$ cat config.mk
export PLATFORM = sky130hd
export DESIGN_NAME = fifo_pkt_push_arb
export DESIGN_NICKNAME = d
export VERILOG_FILES = /design/src/rtl/fifo_pkt_arb_pkg.sv /design/src/rtl/fifo_pkt_arb_rr_pick.sv /design/src/rtl/fifo_pkt_push_arb.sv
export SDC_FILE = /design/constraint.sdc
export NUM_CORES = 1
export LEC_CHECK = 0
export CAP_MARGIN = 20
export CORE_AREA = 2 2 80 82
export CTS_CLUSTER_DIAMETER = 30
export DETAILED_ROUTE_END_ITERATION = 7
export DIE_AREA = 0 0 82 84
export GPL_ROUTABILITY_DRIVEN = 0
export GPL_TIMING_DRIVEN = 0
export PLACE_DENSITY = 0.87
export SYNTH_ARGS = -nofsm -noshare
export SYNTH_HDL_FRONTEND = slang
export SYNTH_SLANG_ARGS = --single-unit
$ cat constraint.sdc
create_clock -name clk_i -period 3 [get_ports clk_i]
set_input_delay 0.3 -clock clk_i [delete_from_list [all_inputs] [get_ports clk_i]]
set_output_delay 0.3 -clock clk_i [all_outputs]
set_load 0.02 [all_outputs]
$ cat src/rtl/fifo_pkt_arb_pkg.sv
// Shared types and helpers for the packet-aware FIFO push arbiter.
package fifo_pkt_arb_pkg;

  typedef enum logic {ARB, LOCK} arb_state_e;

  // Increment with an explicit wrap, so non-power-of-two requester counts work.
  function automatic int unsigned rr_next(input int unsigned idx, input int unsigned n);
    return (idx + 1 >= n) ? 0 : idx + 1;
  endfunction

endpackage

$ cat src/rtl/fifo_pkt_arb_rr_pick.sv
// Rotating first-one finder: lowest set valid bit at or after start, wrapping.
module fifo_pkt_arb_rr_pick #(
  parameter int unsigned N   = 4,
  parameter int unsigned IDW = 2
) (
  input  logic [N-1:0]   valid,
  input  logic [IDW-1:0] start,
  output logic [IDW-1:0] sel,
  output logic           any_valid
);

  logic [2*N-1:0] dbl;
  logic [2*N-1:0] masked;

  always_comb begin
    dbl       = {valid, valid};
    masked    = '0;
    sel       = '0;
    any_valid = |valid;
    // The upper copy supplies the wrapped-around candidates below start.
    for (int i = 0; i < 2 * int'(N); i++) begin
      masked[i] = dbl[i] && (i >= int'(start));
    end
    for (int i = 2 * int'(N) - 1; i >= 0; i--) begin
      if (masked[i]) begin
        sel = (i >= int'(N)) ? IDW'(i - int'(N)) : IDW'(i);
      end
    end
  end

endmodule

$ cat src/rtl/fifo_pkt_push_arb.sv
// Packet-aware round-robin arbiter sharing one FIFO push port between N_REQ producers.
module fifo_pkt_push_arb
  import fifo_pkt_arb_pkg::*;
#(
  parameter int unsigned N_REQ      = 4,
  parameter int unsigned DATA_WIDTH = 32,
  parameter int unsigned IDW        = (N_REQ > 1) ? $clog2(N_REQ) : 1
) (
  input  logic                                clk_i,
  input  logic                                rst_i,
  input  logic                                flush_i,
  input  logic [N_REQ-1:0]                    req_valid_i,
  input  logic [N_REQ-1:0]                    req_last_i,
  input  logic [N_REQ-1:0][DATA_WIDTH-1:0]    req_data_i,
  output logic [N_REQ-1:0]                    req_ready_o,
  input  logic                                fifo_full_i,
  output logic                                fifo_push_o,
  output logic [DATA_WIDTH+IDW:0]             fifo_data_o,
  output logic                                fifo_flush_o,
  output logic                                lock_o,
  output logic [IDW-1:0]                      lock_id_o
);

  arb_state_e     fsm;
  logic [IDW-1:0] rr_ptr;
  logic [IDW-1:0] lock_id;

  logic [IDW-1:0] pick_sel;
  logic           pick_any;
  logic [IDW-1:0] sel;
  logic           sel_valid;
  logic           sel_last;
  logic           acc;

  fifo_pkt_arb_rr_pick #(
    .N   (N_REQ),
    .IDW (IDW)
  ) u_rr_pick (
    .valid     (req_valid_i),
    .start     (rr_ptr),
    .sel       (pick_sel),
    .any_valid (pick_any)
  );

  always_comb begin
    if (fsm == LOCK) begin
      // The owner keeps the port even while idle; nobody else may interleave.
      sel       = lock_id;
      sel_valid = req_valid_i[lock_id];
    end else begin
      sel       = pick_sel;
      sel_valid = pick_any;
    end
    sel_last = req_last_i[sel];
    acc      = sel_valid & ~fifo_full_i & ~flush_i;

    req_ready_o = '0;
    if (acc) begin
      req_ready_o[sel] = 1'b1;
    end
    fifo_push_o  = acc;
    fifo_data_o  = {sel_last, sel, req_data_i[sel]};
    fifo_flush_o = flush_i;
    lock_o       = (fsm == LOCK);
    lock_id_o    = lock_id;
  end

  always_ff @(posedge clk_i) begin
    if (rst_i || flush_i) begin
      fsm     <= ARB;
      rr_ptr  <= '0;
      lock_id <= '0;
    end else if (acc) begin
      unique case (fsm)
        ARB: begin
          if (sel_last) begin
            rr_ptr <= IDW'(rr_next(32'(sel), N_REQ));
          end else begin
            fsm     <= LOCK;
            lock_id <= sel;
          end
        end
        LOCK: begin
          if (sel_last) begin
            fsm     <= ARB;
            rr_ptr  <= IDW'(rr_next(32'(lock_id), N_REQ));
            lock_id <= '0;
          end
        end
        default: fsm <= ARB;
      endcase
    end
  end

endmodule
==> impl_results.md <==
* H-tree level count at 1
* Critical Path RT at between 2000 and 3000 ps
* Fraction of final layout cells with drive strength greater than 1 at 7.90%
* Number of design-rule violations left by the first detailed-router iteration at 24
* Synth Warn # at 0
* Wire length of the first global-routing pass at ~10000 um
* Adder and majority cell fraction of the synthesized area at 4.59%
* Placed wire-length estimate at about 5800 um
* Critical Path AT at 2590 ps
* Worst min path class: register to register
* Maximum net fanout on the critical path at 12
* Placed cell count at 437
* Clock edge transition at the registers on the reported setup and hold paths at about 40 ps
* Die width at around 80 um
* Count of flip-flops with a built-in enable after synthesis at 0
* Via count of the first global-routing pass at between 2000 and 2500
* XOR/XNOR share of the synthesized area at less than 1%
* Final Hold Slack at 570 ps
* Fraction of post-synthesis cell area in the top cell type by area at approximately 62%
* Wirelength per Cell at 15.8 um
* Share of the synthesized area in compound gates (AO/OA/AOI/OAI) at ~7.3%
* Final setup violating endpoints at 0
* Share of synthesized area spent on multiplexers at 65.2%
* TritonCTS clock tree: yes
* Ports placed on the boundary at 184
* Number of standard-cell rows in the floorplan at 29
* GRT Resource Usage Total at between 10% and 20%
* Clock root buffer master: sky130_fd_sc_hd__clkbuf_8
* Minimum clock period after layout at approximately 2900 ps
* Remaining routing DRC violations at 0
* Number of port buffers at 183
* Power per unit of standard cell area at approximately 230 nW/um^2
* Sort of element at the start of the critical path: input port
* Fin worst setup slack at 106 ps
* Slew Viols, Final at 0
* Antenna violations before repair at 0
* Portion of the post-synthesis area used by sequential elements at under 10%
* Highest ir drop seen on vdd at 0.208 mV
* Outcome: finished clean
* Post-place setup slack at -421 ps
* Post-route total power at 0.830 mW
* Asr flop ratio synth at 0%
* Vias/cell at around 4.7
* Slew @ Worst Pin at about 380 ps
* Placeable core region at between 6000 and 7000 sq um
* Maximum number of pins on one net before global-route repair at 13
* Clock insertion delay at the later pin of the skew report at 230 ps
* Synthesized area divided by synthesized cell count at 9.24 sq um
* Post-Syn Area at between 1500 and 2000 sq um
* Achievable clock frequency at 346 MHz
* Synthesized netlist net count at about 320
* N_diodes at 0
* Total placed instance area at about 3600 sq um
* Type of the worst setup path: input port to output port
* Finished Cell Area at 3640 sq um
* Leakage power at around 1.7 nW
* Full die area at between 6000 and 7000 sq um
* Critical Path End Type: output port
* Most frequent standard cell in the layout excluding fill and tap cells: sky130_fd_sc_hd__clkdlybuf4s50_1
* Clock tree sinks at 5
* Total Wirelength at roughly 7000 um
* Overall die height at ~84 um
* Hold buffers post-CTS at 0
* Final Hold Fails at 0
* Total vias in the final route at ~2100
* Sum of negative setup slack at 0 ps
* Final cycle utilization of the critical path at about 96%
* Maximum buffer depth of the clock tree at 2
* Antenna-violating nets left at 0
* Maximum clock skew at final layout at 1.22 ps
* Share of the core filled with cells in the final layout at around three fifths
* Max-Slew Margin vs Limit at between 70% and 80%
* Area leader, netlist: sky130_fd_sc_hd__mux2i_1
* Commonest cells after routing, fill and taps aside: 148 x sky130_fd_sc_hd__clkdlybuf4s50_1, 102 x sky130_fd_sc_hd__mux2i_1, 31 x sky130_fd_sc_hd__dlygate4sd2_1, 8 x sky130_fd_sc_hd__nor2_1, 8 x sky130_fd_sc_hd__buf_4
* Layout overhead on the synthesized area at 122%
* Starting density of the core at a little over a quarter
* CTS Buf Count at 3
* Distinct cell type count of the synthesized netlist at 35
* Simple-gate area share of the yosys netlist at a little under a tenth
* Post-route non-filler standard cell count at 444
* Count of maximum capacitance violations at 0
* Synthesized instance count at about 180
* Length of the first detailed-routing pass in iterations at 4
* Number of storage elements in the synthesis netlist at 5
* Layout net count at roughly 510
* Largest family of logic cells by synthesized area: multiplexers
* Cells taking the most area after synthesis: sky130_fd_sc_hd__mux2i_1 62%, sky130_fd_sc_hd__dfxtp_1 6.1%, sky130_fd_sc_hd__ha_1 4.6%
* Primary FF master, synth: sky130_fd_sc_hd__dfxtp_1
* RSZ-0062 raised after global routing: yes
* Aggregate global routing overflow at 0
-- path summary, 6_finish.rpt --
| path | endpoint | slack, ps | cells after the start | startpoint |
|---|---|---|---|---|
| max | req_ready_o[3] | 110 | 8 | req_valid_i[0] |
| min reg2reg | rr_ptr[1] | 570 | 2 | rr_ptr[1] |
| max reg2reg | lock_id_o[1] | 410 | 10 | lock_o |
| min | rr_ptr[1] | 570 | 2 | rr_ptr[1] |
-- report_power, final --
group | switching [mW] | internal [mW]
registers | 0.00188 | 0.0683
clock network | 0.0377 | 0.0916
logic | 0.271 | 0.359
-- cells in the mapped netlist (2+ instances only) --
| cell | count |
|---|---|
| sky130_fd_sc_hd__nand2_1 | 5 |
| sky130_fd_sc_hd__buf_2 | 6 |
| sky130_fd_sc_hd__o21ai_1 | 2 |
| sky130_fd_sc_hd__nor2_1 | 8 |
| sky130_fd_sc_hd__a211oi_1 | 2 |
| sky130_fd_sc_hd__dfxtp_1 | 5 |
| sky130_fd_sc_hd__ha_1 | 6 |
| sky130_fd_sc_hd__nor3_1 | 2 |
| sky130_fd_sc_hd__mux2i_1 | 102 |
| sky130_fd_sc_hd__nand2b_1 | 2 |
| sky130_fd_sc_hd__a21oi_1 | 3 |
| sky130_fd_sc_hd__o211ai_1 | 2 |
| sky130_fd_sc_hd__and2_1 | 4 |
| sky130_fd_sc_hd__buf_4 | 3 |
| sky130_fd_sc_hd__inv_1 | 2 |
| sky130_fd_sc_hd__buf_6 | 4 |
-- layer usage --
metal / up-vias / global-route usage [%] / wire, um
met5: - / 0 / 0
met4: 0 / 3.18 / 32
met3: 4 / 3.79 / 660
met2: 90 / 37.3 / 3710
met1: 950 / 19.7 / 2600
li1: 1040 / - / -
-- worst max-delay path, stage by stage --
cell and delay, ps:
sky130_fd_sc_hd__clkdlybuf4s50_1 510, sky130_fd_sc_hd__o211ai_1 280, sky130_fd_sc_hd__a211oi_2 160, sky130_fd_sc_hd__nor2_4 240
sky130_fd_sc_hd__buf_6 220, sky130_fd_sc_hd__ha_1 160, sky130_fd_sc_hd__and2_1 110, sky130_fd_sc_hd__clkdlybuf4s50_1 610
-- registers in the layout, indices dropped and copies added, names as in the netlist --
name       flops
lock_id_o      2
lock_o         1
rr_ptr         2
-- final cells by class --
type | instances | area (sq um)
multi-input cells | 155 | 1450
fillers | 561 | 2460
plain buffers | 13 | 109
clock buffers | 4 | 45.0
repair buffers | 186 | 1830
flip-flops and latches | 5 | 100
well taps | 77 | 96.3
inverters | 4 | 15.0
-- cell families after synthesis --
family                   Yosys count
adder cells (fa/ha/maj)            6
multiplexers                     105
XOR/XNOR                           1
AO/OA/AOI/OAI                     15
buffers and inverters             17
AND/OR/NAND/NOR                   28
flip-flops                         5
-- what timing repair did --
| item | CTS | global route |
|---|---|---|
| buffers inserted | 3 | 0 |
| pin swaps | 3 | 0 |
| endpoints found under the setup margin | 38 | 5 |
| gates resized for setup | 38 | 5 |
| endpoints found under the hold margin | 0 | 0 |
(Power assumes the default switching activity.)
